`src/rtl/lu_pkg.sv`:
```
// Shared definitions for the bit-serial logic unit sequencer: operation codes,
// operation count and the sequencer state type.
package lu_pkg;

    localparam int LU_OPS = 7;

    localparam logic [2:0] OP_NOT  = 3'd0;
    localparam logic [2:0] OP_AND  = 3'd1;
    localparam logic [2:0] OP_NAND = 3'd2;
    localparam logic [2:0] OP_XOR  = 3'd3;
    localparam logic [2:0] OP_XNOR = 3'd4;
    localparam logic [2:0] OP_OR   = 3'd5;
    localparam logic [2:0] OP_NOR  = 3'd6;
    localparam logic [2:0] OP_NONE = 3'd7;

    typedef enum logic [1:0] {
        IDLE = 2'd0,
        RUN  = 2'd1,
        DONE = 2'd2
    } lu_state_e;

endpackage

```
`src/rtl/lu_sequencer_next_op_finder.sv`:
```
// Finds the next enabled operation strictly above the current one, or the
// lowest enabled operation when start_mode is set.
module next_op_finder
    import lu_pkg::*;
(
    input  logic [LU_OPS-1:0] mask,
    input  logic [2:0]        op,
    input  logic              start_mode,
    output logic [2:0]        next_op,
    output logic              none
);

    logic [LU_OPS-1:0] cand;

    for (genvar k = 0; k < LU_OPS; k++) begin : g_cand
        assign cand[k] = mask[k] & (start_mode | (3'(k) > op));
    end

    always_comb begin
        next_op = OP_NONE;
        none    = 1'b0;
        casez (cand)
            7'b??????1: next_op = OP_NOT;
            7'b?????10: next_op = OP_AND;
            7'b????100: next_op = OP_NAND;
            7'b???1000: next_op = OP_XOR;
            7'b??10000: next_op = OP_XNOR;
            7'b?100000: next_op = OP_OR;
            7'b1000000: next_op = OP_NOR;
            default:    none    = 1'b1;
        endcase
    end

endmodule

```
`src/rtl/lu_sequencer.sv`:
```
// Drives a 1-bit logic unit bit-serially over every enabled operation and
// collects the results into one word-wide result bus.
//
// state | meaning
// IDLE  | waiting for start; drive lines parked at OP_NONE
// RUN   | one operand bit pair per cycle, capturing lu_s each cycle
// DONE  | one-cycle done pulse, result stable
module lu_sequencer
    import lu_pkg::*;
#(
    parameter int WIDTH = 4
) (
    input  logic                    clk,
    input  logic                    rst,
    input  logic                    start,
    input  logic [WIDTH-1:0]        op_a,
    input  logic [WIDTH-1:0]        op_b,
    input  logic [LU_OPS-1:0]       op_mask,
    output logic                    busy,
    output logic                    done,
    output logic [LU_OPS*WIDTH-1:0] result,
    output logic                    lu_a,
    output logic                    lu_b,
    output logic [2:0]              lu_sel,
    input  logic                    lu_s
);

    localparam int IW = (WIDTH > 1) ? $clog2(WIDTH) : 1;
    localparam int RW = LU_OPS * WIDTH;
    localparam logic [IW-1:0] LAST_IDX = IW'(WIDTH - 1);

    lu_state_e         state_q, state_d;
    logic [2:0]        op_q, op_d;
    logic [IW-1:0]     bit_idx_q, bit_idx_d, idx_inc;
    logic [WIDTH-1:0]  lat_a_q, lat_a_d, lat_b_q, lat_b_d;
    logic [LU_OPS-1:0] lat_mask_q, lat_mask_d;
    logic [RW-1:0]     result_d, wr_sel, captured;
    logic              lu_a_d, lu_b_d;
    logic [2:0]        lu_sel_d;
    logic [2:0]        fnd_op;
    logic              fnd_none;
    logic              in_idle;

    assign in_idle = (state_q == IDLE);
    assign busy    = (state_q == RUN);
    assign done    = (state_q == DONE);
    assign idx_inc = bit_idx_q + IW'(1);

    next_op_finder u_next_op_finder (
        .mask       (in_idle ? op_mask : lat_mask_q),
        .op         (op_q),
        .start_mode (in_idle),
        .next_op    (fnd_op),
        .none       (fnd_none)
    );

    // One-hot write strobe for the result bit addressed by the current (op, i)
    for (genvar k = 0; k < LU_OPS; k++) begin : g_op
        for (genvar j = 0; j < WIDTH; j++) begin : g_bit
            assign wr_sel[k*WIDTH + j] = (state_q == RUN) && (op_q == 3'(k)) &&
                                         (bit_idx_q == IW'(j));
        end
    end

    assign captured = (result & ~wr_sel) | (wr_sel & {RW{lu_s}});

    always_comb begin
        state_d    = state_q;
        op_d       = op_q;
        bit_idx_d  = bit_idx_q;
        lat_a_d    = lat_a_q;
        lat_b_d    = lat_b_q;
        lat_mask_d = lat_mask_q;
        result_d   = result;
        lu_a_d     = 1'b0;
        lu_b_d     = 1'b0;
        lu_sel_d   = OP_NONE;
        unique case (state_q)
            IDLE: begin
                if (start) begin
                    result_d = '0;
                    if (fnd_none) begin
                        state_d = DONE;
                    end else begin
                        lat_a_d    = op_a;
                        lat_b_d    = op_b;
                        lat_mask_d = op_mask;
                        op_d       = fnd_op;
                        bit_idx_d  = '0;
                        lu_a_d     = op_a[0];
                        lu_b_d     = op_b[0];
                        lu_sel_d   = fnd_op;
                        state_d    = RUN;
                    end
                end
            end
            RUN: begin
                result_d = captured;
                if (bit_idx_q != LAST_IDX) begin
                    bit_idx_d = idx_inc;
                    lu_a_d    = lat_a_q[idx_inc];
                    lu_b_d    = lat_b_q[idx_inc];
                    lu_sel_d  = op_q;
                end else begin
                    bit_idx_d = '0;
                    if (fnd_none) begin
                        state_d = DONE;
                    end else begin
                        op_d     = fnd_op;
                        lu_a_d   = lat_a_q[0];
                        lu_b_d   = lat_b_q[0];
                        lu_sel_d = fnd_op;
                    end
                end
            end
            DONE: state_d = IDLE;
            default: state_d = IDLE;
        endcase
    end

    always_ff @(posedge clk or posedge rst) begin
        if (rst) begin
            state_q    <= IDLE;
            op_q       <= '0;
            bit_idx_q  <= '0;
            lat_a_q    <= '0;
            lat_b_q    <= '0;
            lat_mask_q <= '0;
            result     <= '0;
            lu_a       <= 1'b0;
            lu_b       <= 1'b0;
            lu_sel     <= OP_NONE;
        end else begin
            state_q    <= state_d;
            op_q       <= op_d;
            bit_idx_q  <= bit_idx_d;
            lat_a_q    <= lat_a_d;
            lat_b_q    <= lat_b_d;
            lat_mask_q <= lat_mask_d;
            result     <= result_d;
            lu_a       <= lu_a_d;
            lu_b       <= lu_b_d;
            lu_sel     <= lu_sel_d;
        end
    end

endmodule

```
`config.mk`:
```
export PLATFORM = sky130hd
export DESIGN_NAME = lu_sequencer
export DESIGN_NICKNAME = d
export VERILOG_FILES = /design/src/rtl/lu_pkg.sv /design/src/rtl/lu_sequencer_next_op_finder.sv /design/src/rtl/lu_sequencer.sv
export SDC_FILE = /design/constraint.sdc
export NUM_CORES = 1
export LEC_CHECK = 0
export BUFFER_PORTS_ARGS = -buffer_cell sky130_fd_sc_hd__clkbuf_2
export CORE_MARGIN = 5
export CORE_UTILIZATION = 59
export DETAILED_ROUTE_END_ITERATION = 8
export GPL_TIMING_DRIVEN = 0
export PLACE_DENSITY = 0.95
export SYNTH_ARGS = -nofsm -noshare
export SYNTH_HDL_FRONTEND = slang
export SYNTH_SLANG_ARGS = --single-unit
```
`constraint.sdc`:
```
create_clock -name clk -period 8.03 [get_ports clk]
set_clock_uncertainty 0.15 [all_clocks]
set_input_delay 1.606 -clock clk [delete_from_list [all_inputs] [get_ports clk]]
set_output_delay 1.606 -clock clk [all_outputs]
set_load 0.01 [all_outputs]
```
After elaboration in Yosys (flattened, before gate mapping)

Index checks and enable logic that the tools add are counted.

Add/sub/neg operators: 1
Order comparisons: 8
Equality and inequality tests: 22
Mux-type cells: 35
Bitwise gates (word level): 18
Reductions and logical operators: 45

Operator list:

| kind               | number |
|---|---|
| $and 28x28->28     | 2 |
| $pmux 28 s2        | 1 |
| $logic_and 1x1->1  | 35 |
| $mux 28            | 1 |
| $not 28->28        | 1 |
| $or 28x28->28      | 1 |
| $pmux 3 s7         | 1 |
| $mux 3             | 6 |
| $mux 2             | 7 |
| $eq 3x3->1 const B | 4 |
| $pmux 3 s2         | 2 |
| $reduce_and 3->1   | 4 |
| $mux 1             | 10 |
| $ne 2x2->1 const B | 5 |
| $gt 3x3->1 const A | 3 |
| $eq 2x2->1 const B | 4 |
| $pmux 2 s2         | 2 |
| $and 1x1->1        | 7 |
| $eq 7x7->1 const B | 1 |
| $mux 7             | 1 |
| $or 1x1->1         | 7 |
| $reduce_or 7->1    | 1 |
| $eq 3x2->1 const B | 2 |
| $eq 6x6->1 const B | 1 |
| 14 further kinds   | 20 |

Register bits after elaboration: 55
Input port bits: 19
Output and inout bits: 35
Logic and storage cells: 139

Logic depth before layout (Yosys ltp)

Gate-level depths: netlist of the first run.

Depth in word-level cells: 8
Mapped depth: 9
Mapped depth without buffers: 7

Hierarchy

A second synthesis of the first run with hierarchy kept.

Cell total of the unflattened synthesis: 285
Area, all modules: 3,086.7 sq um

By module, submodules not included:

| module         | instances | cells an instance | area an instance (sq um) | sequential area each (sq um) |
|---|---|---|---|---|
| lu_sequencer   | 1         | 257               | 2,907.8                  | 1,380.1 |
| next_op_finder | 1         | 28                | 178.9                    | 0.0 |

Worst setup path before layout of the first run

Ideal clock, no wire load.

Path kind: input port to flip-flop
Start: input port op_mask[5]
End: register lat_a_q[0]
Library setup time: 0.125 ns
Arrival: 3.175 ns
Data required time: 7.755 ns
Setup slack: 4.580 ns
Stages on the path: 7
Buffers on the path: 2
Cells stage by stage: nor3b_1 > a31o_2 > or3b_1 > buf_6 > o211ai_4 > buf_8 > mux2_4

Cells in the longest elaborated chain, start to end: 5
Elaborated cells between the ends (all ways): 6
Classes of those cells: eq/ne: 2; mux: 1; bitwise: 1; reduce/logical: 2

Ends and longest elaborated chain:

| element                                         | RTL line                          | text |
|---|---|---|
| start, declared                                 | lu_sequencer.sv:18                | `input logic [LU_OPS-1:0] op_mask,` |
| $mux 7 *                                        | lu_sequencer.sv:50                | `.mask (in_idle ? op_mask : lat_mask_q),` |
| $and 1x1->1 *                                   | lu_sequencer_next_op_finder.sv:16 | `assign cand[k] = mask[k] & (start_mode \| (3'(k) > op));` |
| $eq 7x7->1 / $eq 6x6->1 (equally long branches) | lu_sequencer_next_op_finder.sv:22 | `casez (cand)` |
| $reduce_or 7->1 (no source line) *              | --                                |  |
| $reduce_and 3->1 (no source line) *             | --                                |  |
| end signal, assigned                            | lu_sequencer.sv:137               | `lat_a_q <= lat_a_d;` |
| end, declared                                   | lu_sequencer.sv:35                | `logic [WIDTH-1:0] lat_a_q, lat_a_d, lat_b_q, lat_b_d;` |

Every way passes the cells marked *; elsewhere a longest branch is shown, timed or not.
A chain may end at the register's enable or synchronous reset.

Worst setup path in the final report of the first run

Start: register state_q[0]
End: output port busy

Cells in the longest elaborated chain, start to end: 1

Ends and longest elaborated chain:

| element                | RTL line            | text |
|---|---|---|
| start, declared        | lu_sequencer.sv:32  | `lu_state_e state_q, state_d;` |
| start signal, assigned | lu_sequencer.sv:134 | `state_q <= state_d;` |
| $eq 2x1->1             | lu_sequencer.sv:45  | `assign busy = (state_q == RUN);` |
| end, declared          | lu_sequencer.sv:19  | `output logic busy,` |

Every way passes these cells.

==> metrics.cfg, run 1 <==
[logic_synthesis]
yosys_most_used_dff = dfrtp_1
synth_cells = 283
yosysWarnings = 0
ys_top_cells_by_area = dfrtp_1 (46%), o21ai_0 (11%), a21oi_1 (6.5%), mux2_4 (3.8%), dfstp_2 (2.9%)
yosysMostFrequentCell = o21ai_0
synth_area_um2 = 2763
syn_avg_cell_area_um2 = 9.762
syn-num-nets = 306
synth_async_sr_flop_share_pct = 100.0
ys_seq_area_share_pct = 49.05
synth_area_leader_cell = dfrtp_1
synth_edf_count = 0
ys_types = 48
synthTopCellsByCount = o21ai_0 (58), dfrtp_1 (51), a21oi_1 (36), clkbuf_1 (15), inv_1 (12)
synth_top_area_share_pct = 46.20
synth_seq_cells = 54

[floorplan]
die_area_um2 = 6151
io_pins = 54
core-area_um2 = 4444
start_util_pct = 62.16
fp.dieW_um = 78.43
dieHeight_um = 78.43
num_rows = 24

[sta]
rsz0062_at_grt = false
finalWorstPathRequiredPeriod_ps = 3506
timing.fmax_ghz = 0.2853
hold_viol = 0
final_max_slew_viol_count = 0
finalSetupViolCount = 0
fin_tns_setup_ps = 0
worstMarginPinSlew_ps = 870.4
max-slew-margin-rel_pct = 41.53
min_period_over_period_pct = 43.66
setup_ws_ps = 4524

[routing]
drc = 0
vias_per_cell = 6.307
num_vias = 2504
antenna_left = 0
drtIter0Drc = 300
drt-wirelength-per-cell_um = 17.45
drt-total-wl_mm = 6.929
firstDrtPassIters = 5

[worst_setup_path]
crit_fanout = 10
crit_required_ps = 6270
critPathLaunchType = flop
r2r_cells = 9
crit_path_end_kind = output port
critPathKind = flop to output port
worstPathArrival_ps = 1750

[global_route]
grt_remaining_overflow = 0
grt_pass1_vias = 2433
grtUsageTotal_pct = 23.50
antenna_found_initial = 0
grt_start_max_net_pins = 45
grt_pass1_wl_mm = 11.66

[clocking]
tritoncts = built
cts_inserted_buffers = 5
clock-sinks = 54
clock_latency_ps = 310
cts_max_path_buffers = 2
post-cts-setup-buffers = 0
hold_buffers = 0
htree_levels = 2
path_clk_slew_ps = 100
clock-root-buffer = clkbuf_8
cts_resized = 0

[place]
io_buffers = 53
dp.cells = 389
dp_hpwl_mm = 4.901
post-place-ws_ps = 4343
place_congestion = 0.9170

[cells_and_area]
fillCellCount = 326
final_cells = 397
diodes = 0
multi_input_area_um2 = 1244
syn2layout_area_growth_pct = 16.53
seq_area_um2 = 1355
drive_gt1_share_pct = 25.51
nNetsFinal = 367

[hold_path]
hold_path_class = flop to flop
min_path_cells = 2

[outcome]
outcome = finished clean

[pwr]
leakagePower_nw = 1.526
power_density_nw_per_um2 = 436.7
ir_drop_v = 0.0001960

[job]
maxCapViolCount = 0

[cell type report]
cell class / count / share of cell area, %
Buffer: 21 / 3.576
Clock buffer: 7 / 2.371
Clock inverter: 1 / 0.9328
Inverter: 13 / 1.516
Multi-Input combinational cell: 195 / 38.63
Sequential cell: 54 / 42.09
Tap cell: 52 / 2.021
Timing Repair Buffer: 54 / 8.861
[flip-flops by register name, indices dropped and copies added, names as in the netlist]
signal      flops
op_q            3
result         28
lu_sel          3
lat_mask_q      6
lu_b            1
lat_a_q         4
lu_a            1
bit_idx_q       2
state_q         2
lat_b_q         4
[routing by layer]
layer	vias up	wire length, um	track usage [%]
met5	-	0	0
met3	13	492	4.805
met1	1219	2933	31.50
met4	0	117	8.741
li1	1148	-	-
met2	124	3386	37.93
[stage by stage]
step / hold WS, ps / area (um^2) / power [mW] / utilization [%]
final: 356.6 / 3219 / 1.406 / 72.44
after global routing: 382.2 / 3219 / 1.503 / 72.44
after CTS: 364.2 / 3219 / 1.394 / 72.44
after detailed placement: 343.4 / 3113 / 1.208 / 70.05
after global placement: 329.2 / 3093 / 1.177 / 69.59
after floorplan: 315.4 / 2763 / 0.9857 / -
[cells by family after synthesis]
logic type / Yosys count / share of synthesized area, %
buffers and inverters: 34 / 5.932
adders and majority gates: 4 / 1.812
and+or+nand+nor: 58 / 11.14
AOI/OAI and AO/OA: 114 / 23.64
DFF: 54 / 49.05
muxes: 19 / 8.424
[critical path, stage by stage (launching register included)]
cell and delay [ps]:
dfrtp_1 390, buf_6 140, or2b_1 150, clkbuf_1 200
clkinv_1 320, clkbuf_2 230
[path summary, 6_finish.rpt]
kind	start	end	slack (ps)
min in group asynchronous	rst	lat_b_q[3]$_DFFE_PP0P_	1040
worst min register to register	result[15]$_DFFE_PP0P_	result[15]$_DFFE_PP0P_	360
worst max register to register	state_q[0]$_DFFE_PP0P_	lat_mask_q[6]$_DFFE_PP0P_	5180
worst max-delay path	state_q[0]$_DFFE_PP0P_	busy	4520
max in group asynchronous	rst	lu_sel[0]$_DFF_PP1_	6130
worst min-delay path	result[15]$_DFFE_PP0P_	result[15]$_DFFE_PP0P_	360
[power by group]
group	internal (mW)	switching [mW]
logic	0.297	0.473
registers	0.392	0.0622
clock network	0.0935	0.0885
[placed cells by master, fill, tap and decap left out, types with 2 or more instances in the layout]
master and n:
a21boi_0 2, a21oi_1 36, a31oi_1 2, buf_6 3, clkbuf_1 17, clkbuf_2 54, clkbuf_8 5, dfrtp_1 51
dfstp_2 3, ha_1 4, inv_1 11, mux2_2 6, mux2_4 7, mux2i_1 6, nand2_1 10, nand3_1 10
nand4_1 3, nor2_1 10, nor2b_1 3, nor3_1 6, nor3b_1 2, nor4_1 3, o21ai_0 58, o22ai_1 2
o2bb2ai_1 2, o311a_1 2, or3_1 2
Power figures use the tool's default switching activity.
==> inputs of run 2 (changes only) <==
--- a/config.mk
+++ b/config.mk
@@ -7,10 +7,10 @@
 export LEC_CHECK = 0
 export BUFFER_PORTS_ARGS = -buffer_cell sky130_fd_sc_hd__clkbuf_2
 export CORE_MARGIN = 5
-export CORE_UTILIZATION = 59
+export CORE_UTILIZATION = 55
 export DETAILED_ROUTE_END_ITERATION = 8
 export GPL_TIMING_DRIVEN = 0
-export PLACE_DENSITY = 0.95
+export PLACE_DENSITY = 0.9
 export SYNTH_ARGS = -nofsm -noshare
 export SYNTH_HDL_FRONTEND = slang
 export SYNTH_SLANG_ARGS = --single-unit
==> constraint.sdc (replaced) <==
create_clock -name clk -period 3.39 [get_ports clk]
set_clock_uncertainty 0.15 [all_clocks]
set_input_delay 0.678 -clock clk [delete_from_list [all_inputs] [get_ports clk]]
set_output_delay 0.678 -clock clk [all_outputs]
set_load 0.01 [all_outputs]
==> run 2 against run 1 <==
Global-route usage decreased by 0.29 points; largest power group unchanged; register-to-register slack worse by 4600 ps; via count down 1.4%; first-iteration DRC count is 8.0% lower; final cell count up 3.8%; die area rose by 6.3%; combinational power increased by 140%.
==> metrics.cfg, run 2 (synthesis results as in run 1) <==
[cells_and_area]
multi_input_area_um2 = 1244
largest_reg_flops = 28
reg_top3 = result x28, lat_mask_q x6
final_common_cell = o21ai_0
diodes = 0
final_area_um2 = 3237
seq_area_um2 = 1355
drive_gt1_share_pct = 26.09
nNetsFinal = 367
fillCellCount = 367
final_cell_mix = o21ai_0 (58), clkbuf_2 (54), dfrtp_1 (51), a21oi_1 (36), clkbuf_1 (15)
syn2layout_area_growth_pct = 17.16
largest-register = result

[routing]
firstDrtPassIters = 5
drt-wirelength-per-cell_um = 16.94
drc = 0
wl_met1_mm = 2.884
top_layer = met4
route.met2.wl_mm = 3.491
antenna_left = 0
drt-total-wl_mm = 6.978
num_vias = 2470
vias_per_cell = 5.995
wl_met3_um = 510
drtIter0Drc = 276

[sta]
min_period_over_period_pct = 83.94
fin_tns_setup_ps = 0
whs_ps = 218.8
finalWorstPathRequiredPeriod_ps = 2845
rsz0062_at_grt = false
hold_viol = 0
final_max_slew_viol_count = 0
timing.fmax_ghz = 0.3514
max-slew-margin-rel_pct = 39.10
finalSetupViolCount = 0
worstMarginPinSlew_ps = 906.6

[place]
place_congestion = 0.8864
dp_hpwl_mm = 5.089
place_area_um2 = 3132
io_buffers = 53

[worst_setup_path]
critPathLaunchType = flop
worstPathArrival_ps = 2890
critPathKind = flop to flop
crit_path_end_kind = flop
worst_path_dominant_cell_family = buffers and inverters
critPathMostFrequentCell = buf_6
crit_path_cell_trace = buf_6 > or2_1 > buf_6 > mux2_4 > or3b_1 > buf_6 > o211ai_4 > buf_8 > mux2_4
crit_slowest_cell = dfrtp_1
crit_buf_inv = 4
slowest_delay_ps = 390
crit_required_ps = 3440
crit_fanout = 10

[pwr]
power_density_nw_per_um2 = 1017
power_mw = 3.291
leakagePower_nw = 1.528
ir_drop_v = 0.0004883

[hold_path]
hold_path_class = input pin to asynchronous set/reset pin

[clocking]
post-cts-setup-buffers = 0
htree_levels = 2
cts_resized = 0
clock-root-buffer = clkbuf_8
clock-sinks = 54
tritoncts = built
hold_buffers = 0
clock_latency_ps = 310
cts_inserted_buffers = 5
path_clk_slew_ps = 90
cts_max_path_buffers = 2

[floorplan]
io_pins = 54
core-area_um2 = 4786
die_area_um2 = 6541
start_util_pct = 57.73
fp.dieW_um = 80.88
dieHeight_um = 80.88
num_rows = 25

[global_route]
antenna_found_initial = 0
grt_start_max_net_pins = 32
grt_pass1_vias = 2494
grt_remaining_overflow = 0
grtUsageTotal_pct = 23.22
grt_pass1_wl_mm = 11.71

[job]
maxCapViolCount = 0

[outcome]
outcome = finished clean

==> run 2: cell types whose count changed in the layout (fill, tap and decap cells not counted) <==
cell	before	now
clkbuf_1	17	15
bufinv_16	1	0
clkinv_4	0	1
clkbuf_8	5	7
==> run 2: final cells by class <==
type	count	share of cell area [%]
plain buffers	21	3.556
clock inverters	1	0.2706
flip-flops and latches	54	41.86
multi-input cells	195	38.42
repair buffers	54	8.813
well taps	67	2.590
inverters	13	1.508
clock buffers	7	2.976
==> run 2: through the flow <==
step | setup WS (ps) | std cells | util (%)
floorplan | 717.9 | 283 | -
global placement | 583.5 | 403 | 65.02
detailed placement | 562.8 | 404 | 65.44
CTS | 548.4 | 412 | 67.63
global route | 435.7 | 412 | 67.63
finish | 544.6 | 412 | 67.63
==> run 2: per-layer routing <==
| layer | vias up | global-route usage (%) |
|---|---|---|
| li1 | 1147 | - |
| met1 | 1223 | 29.72 |
| met2 | 92 | 38.18 |
| met3 | 8 | 5.765 |
| met4 | 0 | 8.446 |
| met5 | - | 0 |
==> run 2: worst paths after layout <==
path                                      startpoint                         to  slack [ps]  depth (start not counted)
setup / recovery              state_q[0]$_DFFE_PP0P_  lat_mask_q[6]$_DFFE_PP0P_         540                          9
hold / removal                                   rst     lat_a_q[1]$_DFFE_PP0P_         220                          2
setup reg to reg              state_q[0]$_DFFE_PP0P_  lat_mask_q[6]$_DFFE_PP0P_         540                          9
hold reg to reg            lat_mask_q[4]$_DFFE_PP0P_  lat_mask_q[4]$_DFFE_PP0P_         350                          1
max in group asynchronous                        rst        lu_sel[2]$_DFF_PP1_        2260                          3
min in group clk           lat_mask_q[4]$_DFFE_PP0P_  lat_mask_q[4]$_DFFE_PP0P_         350                          1
==> run 2: where the power goes <==
group          internal (mW)  switching (mW)
Clock                  0.187           0.212
Combinational          0.705            1.11
Sequential             0.928           0.150
